[src/rtl/hex_word_tx_pkg.sv]
// Shared definitions for the ASCII text emitters feeding tx_pipe:
// the printer state type, ASCII constants and a nibble-to-character helper.
package hex_word_tx_pkg;

    typedef enum logic [2:0] {
        IDLE,
        PFX0,
        PFX1,
        DIGITS,
        NL
    } state_e;

    localparam logic [7:0] ASCII_0    = 8'h30;
    localparam logic [7:0] ASCII_X    = 8'h78;
    localparam logic [7:0] ASCII_A_LC = 8'h61;
    localparam logic [7:0] ASCII_NL   = 8'h0A;

    // Lowercase hex digit character for a 4-bit value.
    function automatic logic [7:0] nibble_to_ascii(input logic [3:0] nib);
        logic [7:0] code;
        if (nib < 4'd10)
            code = ASCII_0 + {4'b0000, nib};
        else
            code = ASCII_A_LC + {4'b0000, nib} - 8'd10;
        return code;
    endfunction

endpackage

[src/rtl/hex_word_tx.sv]
// Prints a captured WIDTH-bit word as fixed-width lowercase hex text into the
// tx_pipe FIFO, one byte per cycle, stalling whenever the FIFO reports full.
module hex_word_tx
    import hex_word_tx_pkg::*;
#(
    parameter int WIDTH   = 64,
    parameter int PREFIX  = 1,
    parameter int NEWLINE = 1
) (
    input  logic             clk,
    input  logic             rst,
    input  logic             start,
    input  logic [WIDTH-1:0] value,
    output logic             busy,
    input  logic             full,
    output logic             push_back,
    output logic [7:0]       data_out
);

    localparam int NDIGITS = (WIDTH + 3) / 4;
    localparam int SW      = NDIGITS * 4;
    localparam int CW      = (NDIGITS > 1) ? $clog2(NDIGITS) : 1;

    state_e          state_q, state_d;
    logic [SW-1:0]   shift_q, shift_d;
    logic [CW-1:0]   cnt_q, cnt_d;

    always_ff @(posedge clk) begin
        if (rst) begin
            state_q <= IDLE;
            shift_q <= '0;
            cnt_q   <= '0;
        end else begin
            state_q <= state_d;
            shift_q <= shift_d;
            cnt_q   <= cnt_d;
        end
    end

    assign busy      = (state_q != IDLE);
    assign push_back = busy && !full;

    // Every non-idle state advances only when its byte is actually pushed.
    always_comb begin
        state_d = state_q;
        shift_d = shift_q;
        cnt_d   = cnt_q;
        case (state_q)
            IDLE: begin
                if (start) begin
                    shift_d              = '0;
                    shift_d[WIDTH-1:0]   = value;
                    cnt_d                = CW'(NDIGITS - 1);
                    state_d              = (PREFIX != 0) ? PFX0 : DIGITS;
                end
            end
            PFX0: if (push_back) state_d = PFX1;
            PFX1: if (push_back) state_d = DIGITS;
            DIGITS: begin
                if (push_back) begin
                    shift_d = shift_q << 4;
                    cnt_d   = cnt_q - 1'b1;
                    if (cnt_q == '0)
                        state_d = (NEWLINE != 0) ? NL : IDLE;
                end
            end
            NL:      if (push_back) state_d = IDLE;
            default: state_d = IDLE;
        endcase
    end

    always_comb begin
        data_out = 8'h00;
        case (state_q)
            PFX0:    data_out = ASCII_0;
            PFX1:    data_out = ASCII_X;
            DIGITS:  data_out = nibble_to_ascii(shift_q[SW-1 -: 4]);
            NL:      data_out = ASCII_NL;
            default: data_out = 8'h00;
        endcase
    end

endmodule
[config.mk]
export PLATFORM = sky130hd
export DESIGN_NAME = hex_word_tx
export DESIGN_NICKNAME = d
export VERILOG_FILES = /design/src/rtl/hex_word_tx_pkg.sv /design/src/rtl/hex_word_tx.sv
export SDC_FILE = /design/constraint.sdc
export NUM_CORES = 1
export LEC_CHECK = 0
export BUFFER_PORTS_ARGS = -buffer_cell sky130_fd_sc_hd__buf_2
export CORE_ASPECT_RATIO = 0.5
export CORE_MARGIN = 3
export CORE_UTILIZATION = 30
export CTS_CLUSTER_DIAMETER = 80
export DETAILED_ROUTE_END_ITERATION = 10
export MAX_ROUTING_LAYER = met4
export PLACE_DENSITY = 0.57
export SLEW_MARGIN = 10
export SYNTH_ARGS = -nofsm -noshare
export SYNTH_HDL_FRONTEND = slang
export SYNTH_SLANG_ARGS = --single-unit
[constraint.sdc]
create_clock -name clk -period 1.8 [get_ports clk]
set_clock_uncertainty 0.15 [all_clocks]
set_input_delay 0.27 -clock clk [delete_from_list [all_inputs] [get_ports clk]]
set_output_delay 0.27 -clock clk [all_outputs]
set_load 0.005 [all_outputs]
==> results of run 1 <==
stage by stage:
step	hold WS [ps]	utilization	setup TNS, ps
6_report	30.8	0.451	-270
5_1_grt	37.7	0.451	-637
4_1_cts	18.7	0.422	-259
3_5_place_dp	340	0.383	-370
3_3_place_gp	335	0.383	0
2_1_floorplan	268	-	0
power by group:
group / switching, mW / internal (mW) / total [mW] / leakage (nW)
sequential: 0.274 / 2.06 / 2.33 / 0.590
combinational: 1.48 / 1.61 / 3.09 / 1.61
clock: 0.639 / 1.29 / 1.93 / 0.160
total: 2.39 / 4.96 / 7.35 / 2.36
routing by layer:
metal | vias up | GRT usage | wire, um
li1 | 1503 | - | -
met1 | 1319 | 0.175 | 4390
met3 | 6 | 0.0363 | 316
met4 | 0 | 0.0442 | 72
met2 | 40 | 0.194 | 3950
met5 | - | - | 0
final cells by class:
| type | instances | area (um^2) |
|---|---|---|
| multi-input cells | 246 | 1900 |
| flip-flops and latches | 71 | 1430 |
| clock buffers | 13 | 260 |
| repair buffers | 127 | 971 |
| inverters | 7 | 26.3 |
| well taps | 140 | 175 |
| fillers | 1015 | 5880 |
| clock inverters | 3 | 65.1 |
layout by cell type (no fill, tap or decap), types with 5 or more instances in the layout:
master	n
buf_2	76
clkbuf_16	14
buf_12	5
dfxtp_1	65
a211oi_1	32
a21oi_1	5
mux2i_1	60
buf_6	10
buf_4	30
nor2_1	72
dfxtp_2	6
a211oi_2	32
what timing repair did:
action                                  in CTS  in global routing
hold buffers                                 0                  0
buffers inserted                             5                 11
gates cloned                                 1                  6
endpoints found under the setup margin      26                 64
pin swaps                                    1                  9
gates resized for setup                     10                 28
state kept, by name (all words and copies together), names as in the netlist:
| signal | flops |
|---|---|
| shift_q | 64 |
| cnt_q | 4 |
| state_q | 3 |
cells by family after synthesis:
family                     Yosys count  synth area share
and+or+nand+nor                     93             0.113
AOI/OAI and AO/OA                   88             0.230
DFF                                 71             0.412
muxes                               60             0.174
buffers and inverters               40            0.0573
adders and majority gates            2           0.00725
xor gates and xnor gates             2           0.00508
other                                1           0.00109
worst max-delay path, stage by stage (launching register included):
cell and delay, ps:
dfxtp_2 320, inv_2 70, ha_4 140, nand2_2 60
or3_4 330, a21oi_2 120, buf_2 120
worst min path at each step:
stage,cells after the start,slack [ps],startpoint,to
floorplan,2,270,value[0],shift_q[0]$_SDFFE_PP0P_
global placement,2,340,cnt_q[1]$_SDFFE_PP0P_,cnt_q[1]$_SDFFE_PP0P_
detailed placement,2,340,shift_q[24]$_SDFFE_PP0P_,shift_q[24]$_SDFFE_PP0P_
CTS,3,20,value[2],shift_q[2]$_SDFFE_PP0P_
global route,3,40,value[0],shift_q[0]$_SDFFE_PP0P_
finish,3,30,value[2],shift_q[2]$_SDFFE_PP0P_
==> run summary, run 1 <==
status - finished, violations left
violated checks - setup timing
Leak Pwr - 2.36 nW
site row count - 26
wire per inst - 14.4 um
Synth top cells by count - 74 x nor2_1, 71 x dfxtp_1, 60 x mux2i_1
crit share post-route - 1.06
Netlist Area Pre-Place - 0.00345 mm^2
Area growth syn-to-layout - 39.8%
Worst-Skew Late Latency - 320 ps
Reg2Reg Setup Slack - 40 ps
vias in the first global route - 2651
share of cells above drive strength 1 - 0.418
n_diodes - 0
CP max FO - 2
via count - 2868
Tmin final - 1910 ps
Yosys warnings - 0
RSZ-0062 raised after global routing - yes
initial antenna violation count - 0
type of the worst setup path - flip-flop to output port
clk slew on worst S/H paths - 60 ps
Crit. Startpoint - shift_q[60]$_SDFFE_PP0P_
CTS buffer count - 9
Final WS setup - -108 ps
Power per Cell Area - 1520 mW/mm^2
Total GRT Usage - 0.132
gr ovfl total - 0
Final Instance Count excl. Fillers - 607
Pwr Total - 7.35 mW
Reg2Reg Depth - 7
Max VDD drop - 0.000530 V
Vias/cell - 4.72
reg2reg start - state_q[1]$_SDFFE_PP0P_
die area - 0.0129 mm^2
Pins Over Slew Limit - 0
gp weighted congestion - 0.771
H-tree depth - 3
DRT iter0 DRCs - 110
syn nets - 427
Worst R2R End - shift_q[60]$_SDFFE_PP0P_
Post-DP HPWL - 5.46 mm
Yosys reg bits - 71
global-route wire length before repair - 13.1 mm
placed insts - 568
count leader, synth - nor2_1
Arr. time, crit path - 1490 ps
nets@finish - 532
Max Cap Viol - 0
Clock Sinks - 71
die height - 81.9 um
largest area contributor in the netlist - dfxtp_1
sequential area share after synthesis - 0.412
CP endpoint kind - output port
Worst Hold Class - primary input to flip-flop
Fmax - 524 MHz
Buffers on Ports - 76
critical path endpoint - data_out[2]
crit start category - flip-flop
DRT antenna net count - 0
placed cell area - 0.00410 mm^2
Place WS - -40.8 ps
post-synth top area share - 0.412
final wirelength - 8.72 mm
EDFF count, synth - 0
Netlist cell types - 35
Mapped Cells - 357
largest net degree at the start of global routing - 42
CTS root buf - clkbuf_16
Most used DFF post-synth - dfxtp_1
number of setup violations in the final report - 4
FFs w/ async S/R, synth - 0
Crit path required time - 1380 ps
Die W - 158 um
Starting Density - 0.323
DRT Pass-1 Iters - 4
CTS max path bufs - 2
Std-Cell Core Area - 0.0107 mm^2
Avg Synthesized Cell Area - 9.67 um^2
io pins - 78
# DRC - 0
final hold vios - 0
TritonCTS clock tree - done
top cells by area, synth - dfxtp_1 41%, mux2i_1 17%, a211oi_2 11%, nor2_1 8.0%, a211oi_1 7.4%
cell area after layout - 0.00483 mm^2
No activity file was read; power rests on OpenSTA's default activity.
==> run 2: changes to the inputs <==
==> constraint.sdc (replaced) <==
create_clock -name clk -period 1.8 [get_ports clk]
set_clock_uncertainty 0.15 [all_clocks]
set_input_delay 0.27 -clock clk [delete_from_list [all_inputs] [get_ports clk]]
set_output_delay 0.27 -clock clk [all_outputs]
set_load 0.1 [all_outputs]
==> run 2 against run 1 <==
Effect of this change:
- the run still ends with setup timing left
- flip-flop and latch count stayed put
- utilization rose by 3.0 points
- first-iteration DRC count rose by 67%
- maximum frequency is 4.8% lower
- critical path type unchanged
- largest power group unchanged
==> run summary, run 2 (synthesis gave the netlist of run 1 again) <==
status - finished, violations left
violated checks - setup timing
clk slew on worst S/H paths - 60 ps (about the same)
CTS max path bufs - 2 (unchanged)
Buffers on Ports - 76 (unchanged)
Power per Cell Area - 1670 mW/mm^2 (+9.5%)
CP max FO - 2 (unchanged)
reg2reg start - state_q[0]$_SDFFE_PP0P_
Largest register FFs - 64 (unchanged)
global-route wire length before repair - 13.2 mm (+1.3%)
wire per inst - 14.8 um (+3.2%)
vias in the first global route - 2645 (-0.23%)
die area - 0.0129 mm^2 (unchanged)
final wirelength - 8.91 mm (+2.2%)
crit share post-route - 1.11 (+0.0532)
Tmin final - 2000 ps (+95.7 ps)
Std-Cell Core Area - 0.0107 mm^2 (unchanged)
Crit. Startpoint - shift_q[60]$_SDFFE_PP0P_
CP endpoint kind - output port
type of the worst setup path - flip-flop to output port
Worst Hold Class - primary input to flip-flop
final hold vios - 0 (unchanged)
Reg2Reg Depth - 7 (unchanged)
io pins - 78 (unchanged)
n_diodes - 0 (unchanged)
cell area after layout - 0.00515 mm^2 (+6.7%)
leading cell type in the layout, fill and taps excluded - nor2_1
critical path endpoint - data_out[2]
Fmax - 499 MHz (-4.8%)
crit start category - flip-flop
Max Cap Viol - 0 (unchanged)
DRT Pass-1 Iters - 4 (unchanged)
placed cell area - 0.00431 mm^2 (+5.1%)
gr ovfl total - 0 (unchanged)
Max VDD drop - 0.00100 V (+89%)
TritonCTS clock tree - done
Clk network pwr share - 0.228 (-0.034)
DRT iter0 DRCs - 184 (+67%)
Post-DP HPWL - 5.37 mm (-1.7%)
Crit path required time - 1380 ps (about the same)
die height - 81.9 um (unchanged)
most frequent cells in the layout - 69 x nor2_1, 67 x buf_2, 64 x dfxtp_1
Area growth syn-to-layout - 49.1%
power share of the sequential group - 0.272 (-0.046)
CTS buffer count - 9 (unchanged)
Arr. time, crit path - 1580 ps (+90 ps)
CTS root buf - clkbuf_16
Place WS - -39.1 ps (+1.73 ps)
RSZ-0062 raised after global routing - yes
Clock Sinks - 71 (unchanged)
Die W - 158 um (unchanged)
hold_buf cts - 0 (unchanged)
DRT antenna net count - 0 (unchanged)
nets@finish - 526 (-1.1%)
largest net degree at the start of global routing - 43 (+2.4%)
Net Sw Frac - 0.373 (+0.0475)
number of setup violations in the final report - 6 (+2)
Starting Density - 0.323 (unchanged)
Psw - 3.20 mW (+34%)
site row count - 26 (unchanged)
Reg2Reg Setup Slack - 30 ps (about the same)
Vias/cell - 4.81 (+1.9%)
Final WS setup - -204 ps (-95.7 ps)
Comb power frac - 0.499 (+0.079)
initial antenna violation count - 0 (unchanged)
share of cells above drive strength 1 - 0.466 (+0.0488)
Total GRT Usage - 0.134 (+0.00241)
Leak Pwr - 2.40 nW (+2.0%)
Worst R2R End - state_q[0]$_SDFFE_PP0P_
Worst-Skew Late Latency - 330 ps (about the same)
# DRC - 0 (unchanged)
Top reg by flops - shift_q
biggest regs - shift_q x64, cnt_q x4, state_q x3
Internal - 5.38 mW (+8.6%)
via count - 2893 (+0.87%)
gp weighted congestion - 0.739 (-4.1%)
fin util - 0.481 (+0.0300)
Pwr Total - 8.58 mW (+17%)
total negative setup slack - -672 ps (-403 ps)
H-tree depth - 3 (unchanged)
Pins Over Slew Limit - 0 (unchanged)
run 2: worst min-delay path by stage:
stage                                   startpoint                        to  slack [ps]  cells after the start
after floorplan                           value[0]   shift_q[0]$_SDFFE_PP0P_         270                      2
after global placement    shift_q[25]$_SDFFE_PP0P_  shift_q[25]$_SDFFE_PP0P_         330                      2
after detailed placement  shift_q[48]$_SDFFE_PP0P_  shift_q[48]$_SDFFE_PP0P_         340                      2
after CTS                                 value[0]   shift_q[0]$_SDFFE_PP0P_          30                      3
after global routing                      value[1]   shift_q[1]$_SDFFE_PP0P_          50                      3
final                                     value[3]   shift_q[3]$_SDFFE_PP0P_          40                      3
run 2: power by group through the flow:
stage / Clock (mW) / Combinational, mW / Sequential (mW)
final: 1.96 / 4.29 / 2.34
after detailed placement: 0 / 3.28 / 2.35
after floorplan: 0 / 2.50 / 2.27
after global placement: 0 / 3.24 / 2.34
after CTS: 2.00 / 3.65 / 2.33
after global routing: 2.07 / 4.63 / 2.39
run 2: area by class of cell:
class / instances / area, um^2
Clock buffer: 11 / 253
Clock inverter: 5 / 80.1
Fill cell: 1009 / 5550
Inverter: 7 / 30.0
Multi-Input combinational cell: 246 / 2070
Sequential cell: 71 / 1430
Tap cell: 140 / 175
Timing Repair Buffer: 121 / 1110
run 2: critical path, cell delays in order (launching register included):
cell and delay (ps):
dfxtp_2 320, inv_2 80, ha_4 140, nand2_2 50
or3_4 340, a21oi_4 150, buf_12 180
run 2: through the flow:
step	instances	hold slack [ps]
floorplan	357	268
global placement	564	335
detailed placement	564	340
CTS	588	25.5
global route	601	45.0
finish	601	35.0
run 2: per-layer routing:
layer,part of all wire,vias up,track usage
met5,0,-,-
met4,0.0046,0,0.0364
met3,0.034,2,0.0421
met2,0.46,43,0.191
met1,0.50,1360,0.183
li1,-,1488,-
run 2: what timing repair did:
item                       4_1_cts  5_1_grt
gates cloned                     1        7
buffers inserted                 7        6
pin swaps                        5       17
setup endpoints to repair       32       62
gates resized for setup         20       29
